`config.mk`:
```
export PLATFORM = sky130hd
export DESIGN_NAME = rx_frame_fifo
export DESIGN_NICKNAME = d
export VERILOG_FILES = /design/src/rtl/rx_frame_fifo.sv
export SDC_FILE = /design/constraint.sdc
export NUM_CORES = 1
export LEC_CHECK = 0
export ABC_AREA = 1
export CAP_MARGIN = 20
export CELL_PAD_IN_SITES_DETAIL_PLACEMENT = 0
export CELL_PAD_IN_SITES_GLOBAL_PLACEMENT = 1
export CORE_UTILIZATION = 41
export CTS_CLUSTER_DIAMETER = 200
export DETAILED_ROUTE_END_ITERATION = 12
export GPL_TIMING_DRIVEN = 0
export PLACE_DENSITY_LB_ADDON = 0.1
export SLEW_MARGIN = 20
export SYNTH_ARGS = -nofsm -noshare
export SYNTH_HDL_FRONTEND = slang
export SYNTH_SLANG_ARGS = --single-unit
export TNS_END_PERCENT = 10
```
`constraint.sdc`:
```
create_clock -name clk -period 2.1 [get_ports clk]
set_input_delay 0.42 -clock clk [delete_from_list [all_inputs] [get_ports clk]]
set_output_delay 0.42 -clock clk [all_outputs]
set_load 0.01 [all_outputs]
```
`src/rtl/rx_frame_fifo.sv`:
```
// rx_frame_fifo: captures completed UART frames, checks parity and buffers payload + error flag
//   clk          system clock, all state on posedge
//   reset_n      asynchronous active-low reset
//   rec_complete frame-done strobe (rising edge captured once, may stay high)
//   data_in      9-bit receiver shift register
//   parity       00/11 none, 01 odd, 10 even
//   clear        synchronous flush of FIFO, overrun and err_cnt (highest priority)
//   rd_en        pop head entry
//   rd_data      head payload, first-word-fall-through; holds last shown value while empty
//   rd_perr      head parity-error flag
//   empty/full   occupancy flags
//   count        entries held
//   overrun      sticky: frame dropped because FIFO was full
//   err_cnt      saturating count of accepted frames with parity error
module rx_frame_fifo #(
    parameter int DEPTH = 8,
    parameter int ERR_W = 8
) (
    input  logic                     clk,
    input  logic                     reset_n,
    input  logic                     rec_complete,
    input  logic [8:0]               data_in,
    input  logic [1:0]               parity,
    input  logic                     clear,
    input  logic                     rd_en,
    output logic [7:0]               rd_data,
    output logic                     rd_perr,
    output logic                     empty,
    output logic                     full,
    output logic [$clog2(DEPTH):0]   count,
    output logic                     overrun,
    output logic [ERR_W-1:0]         err_cnt
);
    localparam int AW = $clog2(DEPTH);
    logic             rec_q;
    logic [AW-1:0]    wr_ptr_q, wr_ptr_d, rd_ptr_q, rd_ptr_d;
    logic [AW:0]      count_q, count_d;
    logic             overrun_q, overrun_d;
    logic [ERR_W-1:0] err_cnt_q, err_cnt_d;
    logic [8:0]       last_q, last_d;
    logic [8:0]       mem [DEPTH];
    logic [8:0]       head;
    logic [7:0]       payload;
    logic             wr_ev, do_wr, do_rd, perr, has_par;
    assign wr_ev   = rec_complete & ~rec_q;
    assign has_par = (parity == 2'b01) | (parity == 2'b10);
    assign payload = has_par ? data_in[7:0] : data_in[8:1];
    assign perr    = (parity == 2'b01) ? ~(^data_in) : (parity == 2'b10) ? ^data_in : 1'b0;
    assign empty   = (count_q == '0);
    assign full    = (count_q == (AW+1)'(DEPTH));
    // A full FIFO still accepts a frame when the head is popped in the same cycle.
    assign do_wr   = wr_ev & ~clear & (~full | rd_en);
    assign do_rd   = rd_en & ~clear & ~empty;
    assign head    = mem[rd_ptr_q];
    assign rd_data = empty ? last_q[7:0] : head[7:0];
    assign rd_perr = empty ? last_q[8] : head[8];
    assign count   = count_q;
    assign overrun = overrun_q;
    assign err_cnt = err_cnt_q;
    always_comb begin
        wr_ptr_d  = clear ? '0 : do_wr ? wr_ptr_q + 1'b1 : wr_ptr_q;
        rd_ptr_d  = clear ? '0 : do_rd ? rd_ptr_q + 1'b1 : rd_ptr_q;
        count_d   = clear ? '0 : (do_wr & ~do_rd) ? count_q + 1'b1 : (do_rd & ~do_wr) ? count_q - 1'b1 : count_q;
        overrun_d = clear ? 1'b0 : (overrun_q | (wr_ev & full & ~rd_en));
        err_cnt_d = clear ? '0 : (do_wr & perr & ~(&err_cnt_q)) ? err_cnt_q + 1'b1 : err_cnt_q;
        // Remember what is on the read port so it stays put once the FIFO drains.
        last_d    = empty ? last_q : head;
    end
    always_ff @(posedge clk or negedge reset_n) begin
        if (!reset_n) begin
            rec_q     <= 1'b0;
            wr_ptr_q  <= '0;
            rd_ptr_q  <= '0;
            count_q   <= '0;
            overrun_q <= 1'b0;
            err_cnt_q <= '0;
            last_q    <= '0;
        end else begin
            rec_q     <= rec_complete;
            wr_ptr_q  <= wr_ptr_d;
            rd_ptr_q  <= rd_ptr_d;
            count_q   <= count_d;
            overrun_q <= overrun_d;
            err_cnt_q <= err_cnt_d;
            last_q    <= last_d;
        end
    end
    always_ff @(posedge clk) begin
        if (do_wr) mem[wr_ptr_q] <= {perr, payload};
    end
endmodule

```
Yosys cells after proc, flatten, opt, wreduce, memory -nomap -nowiden --
Memory sizes are Yosys's and may differ from the RTL's. Index checks and enable logic that the tools add are counted.
Cells by class: add/sub/neg operators 5, equality and inequality tests 3, multiplexer cells 17, bitwise logic cells 23, reduce and logical (&&, ||, !) cells 7
Operator list (count):
- 8-bit 2-to-1 mux | 4
- 3-bit 2-to-1 mux | 4
- 4-bit 2-to-1 mux | 3
- 1-bit AND | 11
- 1-bit NOT | 9
- 9-bit parity | 1
- 8-bit by 1-bit adder with 8-bit output, second input constant | 1
- 8-bit AND reduction | 1
- 3-bit by 1-bit adder with 3-bit output, second input constant | 2
- 1-bit 2-to-1 mux | 6
- 2-bit nonzero test | 3
- 4-bit by 1-bit adder with 4-bit output, second input constant | 1
- 4-bit equality test, second input constant | 1
- 4-bit logical NOT | 1
- 4-bit by 1-bit subtractor with 4-bit output, second input constant | 1
- 1-bit OR | 3
- 3-bit nonzero test | 1
- 2-bit by 1-bit equality test with 1-bit output, second input constant | 1
- 2-bit equality test, second input constant | 1
Word-level totals: register bits 29, memory bits (writable) 72, bits of input ports 16, output and inout bits 24, memories 1
Memories:
- mem | depth 8, bits a word 9, read ports 1, clocked after Yosys merged registers in 0, wr ports 1, RTL line 41 | logic [8:0] mem [DEPTH];

Logic depth before layout (Yosys ltp) --
depth in word-level cells 9, gate-level depth with buffers 15

Least setup slack after synthesis --
No wires, ideal clock.
path type register to register, from register count_q[0], in the netlist count[0], to register count_q[3], in the netlist count[3], setup time 0.121 ns, arrival 2.008 ns, required time 1.979 ns, slack -0.028 ns, stages on the path, launching flop included 13, path buffers 0, cell sequence dfrtp_1 inv_2 nand2_1 nor3_2 nor3_2 nor2_4 nand2_2 ha_1 a21oi_1 nand2_1 xor2_1 xnor2_1 o21ai_1
Between the ends: word-level cells in the longest chain between the ends 7
RTL lines:
- start, declared | RTL line 37 | logic [AW:0] count_q, count_d;
- start signal, assigned | RTL line 82 | count_q <= count_d;
- 4-bit equality test / 4-bit logical NOT (equally long branches) | RTL line 50, 49
- 1-bit NOT, on equally long branches | RTL line 52, 53
- 1-bit OR / 1-bit AND (equally long branches) | RTL line 52, 53
- 1-bit AND / 1-bit NOT (equally long branches) | RTL line 52, 63
- 1-bit AND / 1-bit NOT (equally long branches) | RTL line 63 | count_d = clear ? '0 : (do_wr & ~do_rd) ? count_q + 1'b1 : (do_rd & ~do_wr) ? count_q - 1'b1 : count_q;
- 4-bit 2-to-1 mux / 1-bit AND (equally long branches) | RTL line 63
- 4-bit 2-to-1 mux / 3-bit nonzero test (equally long branches)
Several ways; a longest one is shown, not always the timed one. The select of a mux whose other input is x is not followed. A chain may end at the register's enable or synchronous reset.

Worst setup path in the final report --
from register count_q[1], in the netlist count[1], to register count_q[3], in the netlist count[3]
The elaborated chain is that of the path after synthesis.

==> impl_metrics.ini <==
[outcome]
outcome = finished, violations left
violations = DRC, setup timing

[floorplanning]
dieWidth_um = 107
dieArea_um2 = 11500
rows = 38
start_util = 0.420
io_pins = 40
die_h_um = 107
core-area_um2 = 10800

[synthesis]
syn_nets = 438
ys_seq_area_frac = 0.635
syn_area_um2 = 4550
synth.distinct_cells = 35
syn_area_per_cell_um2 = 11.0
syn_inst = 414
yosysWarningCount = 0
synth-seq-cells = 101

[clock_network]
htreeDepth = 3
path_clk_slew_ns = 0.11
insertion_delay_ns = 0.38
numCtsBuffers = 9
cts-root-buf = clkbuf_8
clock_sinks = 101
cts_tree = yes
cts_buffer_depth = 2

[detailed_routing]
drt_wl_total_mm = 11.1
first_pass_iters = 8
wl_per_cell_um = 17.5
drc = 2
vias = 3330
via_per_inst = 5.24
final_antenna_net_count = 0
drtIter0Drc = 156

[worst_setup_path]
endpoint_kind = flip-flop
worst-r2r-cell-count = 13
cp.arrival_ns = 2.54
crit_path_cell_trace = inv_2 -> nand2_4 -> nor3_4 -> buf_6 -> nor3_4 -> nor2_4 -> nand2_4 -> ha_4 -> a21oi_2 -> nand2_2 -> xor2_2 -> xnor2_1 -> o21ai_1
start_kind = flip-flop
worstPathMaxFanout = 5
cpPeakStageDelay_ns = 0.41
critPathRequiredTime_ns = 2.37
cpMaxStageDelayCell = dfrtp_1
worstSetupPathType = flip-flop to flip-flop

[min_path]
hp-class = input pin to async pin

[sta]
finalMaxSlewViolations = 0
setup_viol = 15
fin_ws_ns = -0.169
fin_crit_ns = 2.27
rsz0062_at_grt = yes
timing.final.hold_violations = 0
period_share = 1.08
slew_headroom = 0.513
skew_ns = 0.0120
fmax_ghz = 0.441
worstMarginPinSlew_ns = 0.722

[finish]
final_nets = 515
drive_gt1_frac = 0.292
num-fill-cells = 937
antenna_cells = 0
stdcell_count = 636
syn_to_final_growth_pct = 32.5

[global_routing]
globalRouteOverflowTotal = 0
first_global_vias = 3187
grt_max_degree = 21
antenna_found_initial = 0
grt_first_pass_wirelength_mm = 17.1
track_usage = 0.205

[power_and_ir_drop]
p_per_area_nw_per_um2 = 1050
p_leak_nw = 2.40
ir_worst_vdd_uv = 536

[placed_design]
dp_cells = 595
globalplace.congestion = 0.748
dp_hpwl_mm = 6.88
post-place-ws_ns = -0.796
portBuffers = 39

[run]
maxCapViolCount = 0
[cell usage after synthesis (all sizes together)]
| library cell | number | share of area |
|---|---|---|
| nand2 | 77 | 0.070 |
| edfxtp | 72 | 0.48 |
| nor2 | 58 | 0.050 |
| o21ai | 39 | 0.045 |
| inv | 33 | 0.027 |
| dfrtp | 29 | 0.16 |
| nand3 | 20 | 0.022 |
| mux2i | 10 | 0.022 |
| o221ai | 10 | 0.019 |
| buf | 9 | 0.0091 |
| nand4 | 9 | 0.012 |
| o32ai | 8 | 0.015 |
| clkbuf | 7 | 0.0058 |
| ha | 7 | 0.019 |
| xor2 | 6 | 0.012 |
| xnor2 | 5 | 0.0096 |
| a21oi | 4 | 0.0052 |
| clkinv | 2 | 0.0017 |
| nor3 | 2 | 0.0044 |
| a22o | 1 | 0.0019 |
| a31o | 1 | 0.0019 |
| a31oi | 1 | 0.0014 |
| fa | 1 | 0.0044 |
| mux2 | 1 | 0.0025 |
| nand3b | 1 | 0.0017 |
| o22ai | 1 | 0.0014 |
[sequential cells by signal, indices dropped and copies added (netlist names)]
| name | cells |
|---|---|
| count | 4 |
| err_cnt | 8 |
| last_q | 9 |
| mem | 72 |
| overrun | 1 |
| rd_ptr_q | 3 |
| rec_q | 1 |
| wr_ptr_q | 3 |
[what timing repair did]
action | in CTS | in global routing
gates cloned | 2 | 0
endpoints found under the hold margin | 9 | 0
setup endpoints to repair | 104 | 128
gates resized for setup | 131 | 58
hold buffers | 1 | 0
buffers inserted | 15 | 9
pin swaps | 31 | 25
[metrics by stage]
stage	area, um^2	hold slack [ns]	utilization	TNS (ns)	power (mW)
2_1_floorplan	4570	0.124	-	0	3.43
3_5_place_dp	5170	0.331	0.477	-77.80	4.22
3_3_place_gp	5130	0.461	0.474	-78.80	4.18
4_1_cts	5760	0.451	0.531	-2.36	6.01
6_report	6030	0.446	0.556	-1.59	6.32
5_1_grt	6030	0.462	0.556	-5.53	6.65
[cell usage in the layout, fill, tap and decap left out, drive strengths merged, types with 2 or more instances in the layout]
master / netlist / final
inv: 33 / 38
mux2i: 10 / 10
ha: 7 / 7
nor2: 58 / 58
buf: 9 / 47
edfxtp: 72 / 72
dfrtp: 29 / 29
o221ai: 10 / 10
nand3: 20 / 20
o21ai: 39 / 39
nor3: 2 / 2
nand2: 77 / 77
clkinv: 2 / 2
a21oi: 4 / 4
nand4: 9 / 9
xor2: 6 / 6
clkdlybuf4s50: 0 / 27
xnor2: 5 / 5
clkbuf: 7 / 16
o32ai: 8 / 8
[layer usage]
| metal | track usage | vias to the layer above | share of wire |
|---|---|---|---|
| met5 | 0 | - | 0 |
| met4 | 0.111 | 0 | 0.026 |
| met3 | 0.0260 | 15 | 0.026 |
| met2 | 0.344 | 65 | 0.51 |
| met1 | 0.259 | 1648 | 0.44 |
| li1 | - | 1602 | - |
[worst max-delay path: cells and delay by family, from the launching register on]
kind / cells / cell delay, ns
and+or+nand+nor: 6 / 0.70
DFF: 1 / 0.41
xor gates and xnor gates: 2 / 0.32
adders and majority gates: 1 / 0.26
buffers and inverters: 2 / 0.25
AOI/OAI and AO/OA: 2 / 0.23
[power by group]
group	total [mW]	switching, mW	internal, mW
Clock	1.30	0.729	0.575
Combinational	2.59	1.36	1.24
Sequential	2.43	0.103	2.32
Total	6.32	2.19	4.14
[final timing paths]
kind	start	to	slack, ns
setup reg to reg	count[1]	count[3]	-0.17
min in group clk	last_q[3]	last_q[3]	0.47
hold reg to reg	last_q[3]	last_q[3]	0.47
max in group asynchronous	reset_n	count[2]	1.23
setup / recovery	count[1]	count[3]	-0.17
hold / removal	reset_n	last_q[6]	0.45
[kinds of logic (layout without fill, tap and decap cells)]
logic type / Yosys count / after routing / share of synthesized area
AO/OA/AOI/OAI: 65 / 65 / 0.0918
XOR/XNOR: 11 / 11 / 0.0212
buffers and inverters: 51 / 133 / 0.0437
multiplexers: 11 / 11 / 0.0245
AND/OR/NAND/NOR: 167 / 167 / 0.161
flip-flops: 101 / 101 / 0.635
adder cells (fa/ha/maj): 8 / 8 / 0.0236
[layout make-up]
| cell class | instances | area (um^2) | share of cell area |
|---|---|---|---|
| Sequential cell | 101 | 2890 | 0.480 |
| Clock inverter | 6 | 76.3 | 0.0127 |
| Tap cell | 140 | 175 | 0.0291 |
| Buffer | 15 | 176 | 0.0293 |
| Timing Repair Buffer | 67 | 653 | 0.108 |
| Inverter | 35 | 146 | 0.0243 |
| Clock buffer | 10 | 128 | 0.0212 |
| Multi-Input combinational cell | 262 | 1780 | 0.295 |
Power figures use the tool's default switching activity.
